**config.mk**
```make
export PLATFORM = sky130hd
export DESIGN_NAME = ro_job_host
export DESIGN_NICKNAME = d
export VERILOG_FILES = /design/src/rtl/ro_job_host.sv
export SDC_FILE = /design/constraint.sdc
export NUM_CORES = 1
export LEC_CHECK = 0
export BUFFER_PORTS_ARGS = -buffer_cell sky130_fd_sc_hd__buf_2
export CORE_MARGIN = 2
export CORE_UTILIZATION = 50
export DETAILED_ROUTE_END_ITERATION = 7
export PLACE_DENSITY = 0.73
export SLEW_MARGIN = 10
export SYNTH_ARGS = -nofsm -noshare
export SYNTH_HDL_FRONTEND = slang
export SYNTH_SLANG_ARGS = --single-unit
```
**constraint.sdc**
```tcl
create_clock -name internal_clock -period 5.75 [get_ports internal_clock]
set_clock_uncertainty 0.15 [all_clocks]
set_input_delay 0 -clock internal_clock [delete_from_list [all_inputs] [get_ports internal_clock]]
set_output_delay 0 -clock internal_clock [all_outputs]
set_load 0.005 [all_outputs]
```
**src/rtl/ro_job_host.sv**
```systemverilog
// ro_job_host: host-side sequencer for one ring-oscillator worker job.
// Resets the worker, loads start/count as four strobed bytes, waits for
// done (with a saturating timeout), then strobes the four result bytes back.
module ro_job_host #(
  parameter int STROBE_CYC = 4,
  parameter int RST_CYC    = 4,
  parameter int TIMEOUT_W  = 20
) (
  input  logic        internal_clock,
  input  logic        reset,
  input  logic        start,
  input  logic [15:0] job_start,
  input  logic [15:0] job_count,
  input  logic        worker_done,
  input  logic [7:0]  worker_data,
  output logic        worker_rst,
  output logic        shift,
  output logic [7:0]  dout,
  output logic        busy,
  output logic [31:0] result,
  output logic        result_valid,
  output logic        error
);

  typedef enum logic [3:0] {
    IDLE, RST, LD_SETUP, LD_HIGH, LD_LOW, WAIT, RD_SAMPLE, RD_HIGH, RD_LOW, FIN
  } state_t;

  // One phase counter serves both the reset hold and the strobe phases.
  localparam int MAXC = (STROBE_CYC > RST_CYC) ? STROBE_CYC : RST_CYC;
  localparam int CW   = $clog2(MAXC + 1);
  localparam logic [CW-1:0] S_LAST = CW'(STROBE_CYC - 1);
  localparam logic [CW-1:0] R_LAST = CW'(RST_CYC - 1);

  state_t                state, state_nx;
  logic [CW-1:0]         cnt;
  logic [TIMEOUT_W-1:0]  tcnt;
  logic [1:0]            idx;
  logic [15:0]           start_q, count_q;
  logic                  cnt_last, tmax;

  assign cnt_last = (state == RST) ? (cnt == R_LAST) : (cnt == S_LAST);
  assign tmax     = &tcnt;

  // State register.
  always_ff @(posedge internal_clock) begin
    if (reset) state <= IDLE;
    else       state <= state_nx;
  end

  // Next-state logic; in WAIT a done flag beats the timeout.
  always_comb begin
    state_nx = state;
    case (state)
      IDLE:      if (start) state_nx = RST;
      RST:       if (cnt_last) state_nx = LD_SETUP;
      LD_SETUP:  state_nx = LD_HIGH;
      LD_HIGH:   if (cnt_last) state_nx = LD_LOW;
      LD_LOW:    if (cnt_last) state_nx = (idx == 2'd3) ? WAIT : LD_SETUP;
      WAIT: begin
        if (worker_done) state_nx = RD_SAMPLE;
        else if (tmax)   state_nx = FIN;
      end
      RD_SAMPLE: state_nx = (idx == 2'd3) ? FIN : RD_HIGH;
      RD_HIGH:   if (cnt_last) state_nx = RD_LOW;
      RD_LOW:    if (cnt_last) state_nx = RD_SAMPLE;
      FIN:       state_nx = IDLE;
      default:   state_nx = IDLE;
    endcase
  end

  // Datapath: job latch, phase/timeout counters, byte index, result and error.
  always_ff @(posedge internal_clock) begin
    if (reset) begin
      cnt     <= '0;
      tcnt    <= '0;
      idx     <= '0;
      start_q <= '0;
      count_q <= '0;
      result  <= '0;
      error   <= 1'b0;
    end else begin
      if (state inside {RST, LD_HIGH, LD_LOW, RD_HIGH, RD_LOW})
        cnt <= cnt_last ? '0 : cnt + CW'(1);
      else
        cnt <= '0;
      case (state)
        IDLE: if (start) begin
          start_q <= job_start;
          count_q <= job_count;
          result  <= '0;
          error   <= 1'b0;
          idx     <= '0;
          tcnt    <= '0;
        end
        RST: idx <= '0;
        LD_LOW: if (cnt_last) begin
          if (idx != 2'd3) idx <= idx + 2'd1;
          else             tcnt <= '0;
        end
        WAIT: begin
          if (worker_done) idx <= '0;
          else if (tmax)   error <= 1'b1;
          if (!tmax) tcnt <= tcnt + TIMEOUT_W'(1);
        end
        RD_SAMPLE: begin
          case (idx)
            2'd0: result[31:24] <= worker_data;
            2'd1: result[23:16] <= worker_data;
            2'd2: result[15:8]  <= worker_data;
            default: result[7:0] <= worker_data;
          endcase
        end
        RD_LOW: if (cnt_last) idx <= idx + 2'd1;
        default: ;
      endcase
    end
  end

  // Moore outputs decoded from state; dout only carries a byte in the load states.
  always_comb begin
    busy         = (state != IDLE);
    worker_rst   = (state == RST);
    shift        = (state == LD_HIGH) || (state == RD_HIGH);
    result_valid = (state == FIN);
    dout         = 8'h00;
    if (state inside {LD_SETUP, LD_HIGH, LD_LOW}) begin
      case (idx)
        2'd0:    dout = start_q[15:8];
        2'd1:    dout = start_q[7:0];
        2'd2:    dout = count_q[15:8];
        default: dout = count_q[7:0];
      endcase
    end
  end

endmodule

```
==> results by group <==
Logic synthesis
  • Post-Syn Instances: 530
  • Syn_nets: 581
  • Netlist cell types: 67
  • Post-synthesis sequential element count: 94
  • Yosys Warn Count: 0
  • Share of synthesized registers carrying an async set or reset: 0%
  • Avg Cell Area, Syn: 8.52 µm²
  • Mapped Area: 4510 µm²
  • Ys flop type: dfxtp_1
  • Post-synth EDFFs: 0
  • Seq/Total Area, Yosys: 41.7%

Global routing
  • Final global-route overflow total: 0
  • All-layer global routing usage: 22.5%
  • Initial antenna violation count: 0
  • First-pass GRT wire length: 18.3 mm
  • Largest net degree at the start of global routing: 80
  • Vias in the first global route: 3964

Setup path
  • CP startpoint: idx[0]
  • Cell family with the largest share of critical-path delay: simple AND/OR/NAND/NOR gates
  • CP Launch Type: register
  • Launch point of the worst reg-to-reg path: idx[0]
  • CP required: 5.88 ns
  • Reg2reg end: tcnt[18]
  • Critical-path cell list: ha_1, and2_4, o221a_4, o311ai_4, or4_2, a21oi_1
  • Critical Path End: tcnt[18]
  • CP Data Arrival Time: 2.95 ns
  • Crit. End Element: register
  • CP max FO: 24
  • R2r setup slk: 2.93 ns
  • R2r worst-path depth: 6
  • Critical path's slowest cell: ha_1
  • Kind of critical path: register to register
  • Crit path depth: 6
  • CP Buf/Inv Count: 0
  • Max stage delay on crit path: 0.65 ns

Floorplan
  • Die area: 9800 µm²
  • Core Box Area: 8720 µm²
  • Horiz. Die Dim: 99.0 µm
  • Starting Density: 51.8%
  • I/O Pins: 89
  • Die height: 99.0 µm
  • Row cnt: 34

Finish
  • Share of cells above drive strength 1: 21.8%
  • Commonest non-fill, non-tap cell in the layout: dfxtp_1
  • Fillers: 748
  • Sequential cell area: 1880 µm²
  • Nets: 686
  • ANT cells: 0
  • Most frequent cells in the layout: dfxtp_1, buf_2, nand2_1
  • Multi-input logic area: 2390 µm²
  • P&R area growth vs syn: 22.5%

Detailed routing
  • Final WL: 11.0 mm
  • Via/cell ratio: 5.52
  • ANT nets after route: 0
  • Initial DRC Count: 205
  • WL/cell: 14.7 µm
  • Via count: 4127
  • Pre-antenna DRT Iters: 5
  • DRC errors left: 0

Place
  • Routability Congestion: 0.778
  • Post-DP HPWL: 6.99 mm
  • Setup WS pre-CTS: 3.00 ns
  • Port buffer count: 88

Clock tree
  • Clock transition at path regs: 0.09 ns
  • Inserted Clock Buffers: 9
  • # clock sinks: 94
  • Clk_lat worst skew: 0.36 ns
  • Clk buf depth: 2
  • CTS tree: done
  • Post_cts resized: 0
  • Clock root cell: clkbuf_8
  • H-Tree Level Count: 3

Job
  • Max cap viols: 0

Worst hold path
  • Hold Crit Class: input port to register

STA
  • Max Clk Rate: 0.355 GHz
  • Relative slew slack: 28.4%
  • Worst setup margin: 2.93 ns
  • Final setup TNS: 0 ns
  • Slew @ Worst Pin: 1.07 ns
  • Post-route minimum period: 2.82 ns
  • Final-report setup violation count: 0
  • Unrepaired setup endpoints after global routing: false
  • Final count of hold timing violations: 0
  • Max-slew violation count: 0
  • Final Cycle Share: 49.0%

Power and ir drop
  • Leak: 2.19 nW
  • Peak supply drop: 0.141 mV
  • Pwr dens: 308 nW/µm²

Run status
  • Status: completed
==> sequential cells by signal (all words and copies together) (netlist names) <==
name / cells
state: 4
idx: 2
result: 32
tcnt: 20
error: 1
start_q: 16
count_q: 16
cnt: 3
==> Yosys cell counts, drive strengths merged (2+ instances only) <==
| master | instances | share of area [%] |
|---|---|---|
| nand4 | 4 | 0.89 |
| ha | 7 | 1.9 |
| a21oi | 69 | 9.1 |
| mux2 | 2 | 0.67 |
| and4 | 4 | 0.86 |
| buf | 18 | 2.9 |
| a22oi | 9 | 1.5 |
| or2 | 5 | 0.69 |
| nand2 | 80 | 6.7 |
| nand2b | 8 | 1.1 |
| nor2 | 62 | 5.4 |
| a222oi | 8 | 1.8 |
| nand3 | 12 | 1.3 |
| and2 | 14 | 2.1 |
| inv | 11 | 0.91 |
| mux2i | 27 | 6.0 |
| o21ai | 15 | 1.7 |
| nor2b | 5 | 0.75 |
| nor4 | 2 | 0.42 |
| or4 | 6 | 1.0 |
| nor3b | 3 | 0.50 |
| o31ai | 7 | 1.4 |
| a211o | 2 | 0.39 |
| dfxtp | 94 | 42 |
| clkbuf | 19 | 1.6 |
| nor3 | 4 | 0.44 |
| or3 | 13 | 1.8 |
==> area by class of cell <==
| class | count | share of cell area [%] |
|---|---|---|
| clock buffer | 9 | 2.24 |
| clock inverter | 6 | 1.67 |
| inverter | 11 | 0.747 |
| multi-input combinational | 388 | 43.2 |
| sequential | 94 | 34.0 |
| tap | 108 | 2.44 |
| timing repair buffer | 131 | 15.7 |
==> metal layers <==
layer / global-route usage [%] / wire length [µm] / part of all wire (%) / vias up
li1: - / - / - / 2056
met1: 29.6 / 5070 / 46 / 1915
met2: 36.0 / 5030 / 46 / 133
met3: 5.18 / 662 / 6.0 / 23
met4: 8.85 / 232 / 2.1 / 0
met5: 0 / 0 / 0 / -
==> cells by family (layout without fill, tap and decap cells) <==
| kind of cell | Yosys count | after routing | share of synthesized area, % |
|---|---|---|---|
| AND/OR/NAND/NOR | 230 | 230 | 25.6 |
| AO/OA/AOI/OAI | 120 | 120 | 18.3 |
| flip-flops | 94 | 94 | 41.7 |
| buffers and inverters | 48 | 157 | 5.38 |
| multiplexers | 29 | 29 | 6.65 |
| adder cells (fa/ha/maj) | 7 | 7 | 1.94 |
| XOR/XNOR | 2 | 2 | 0.388 |
==> worst reg2reg max path, cell delays in order, from the launching register on <==
cell and delay (ns):
dfxtp_1 0.41, ha_1 0.65, and2_4 0.28, o221a_4 0.21, o311ai_4 0.27, or4_2 0.61, a21oi_1 0.16
==> report_power, final <==
| group | leakage, nW | total, mW | switching [mW] | internal (mW) |
|---|---|---|---|---|
| clock | 0.102 | 0.482 | 0.236 | 0.246 |
| sequential | 0.762 | 0.765 | 0.0619 | 0.703 |
| combinational | 1.33 | 0.457 | 0.263 | 0.194 |
==> what timing repair did <==
item | CTS | global route
buffers inserted | 0 | 0
setup endpoints to repair | 0 | 0
endpoints found under the hold margin | 66 | 0
hold buffers | 41 | 0
==> stage by stage <==
stage | hold WS [ns] | std cells | util (%) | power, mW | area [µm²]
6_report | 0.132 | 747 | 63.4 | 1.70 | 5530
5_1_grt | 0.194 | 747 | 63.4 | 1.80 | 5530
4_1_cts | 0.142 | 747 | 63.4 | 1.71 | 5530
3_5_place_dp | 0.0979 | 691 | 56.2 | 1.21 | 4900
3_3_place_gp | 0.0905 | 691 | 56.2 | 1.20 | 4900
2_1_floorplan | -0.0140 | 530 | - | 1.13 | 4510
==> how the worst min path moves through the flow <==
stage	end	slack (ns)	cells after the start	startpoint
finish	error	0.13	3	reset
detailed placement	count_q[4]	0.1	3	job_count[4]
global placement	start_q[3]	0.09	3	job_start[3]
CTS	result[12]	0.14	3	reset
floorplan	count_q[10]	-0.01	2	job_count[10]
global route	result[11]	0.19	3	reset
(Power assumes the default switching activity.)
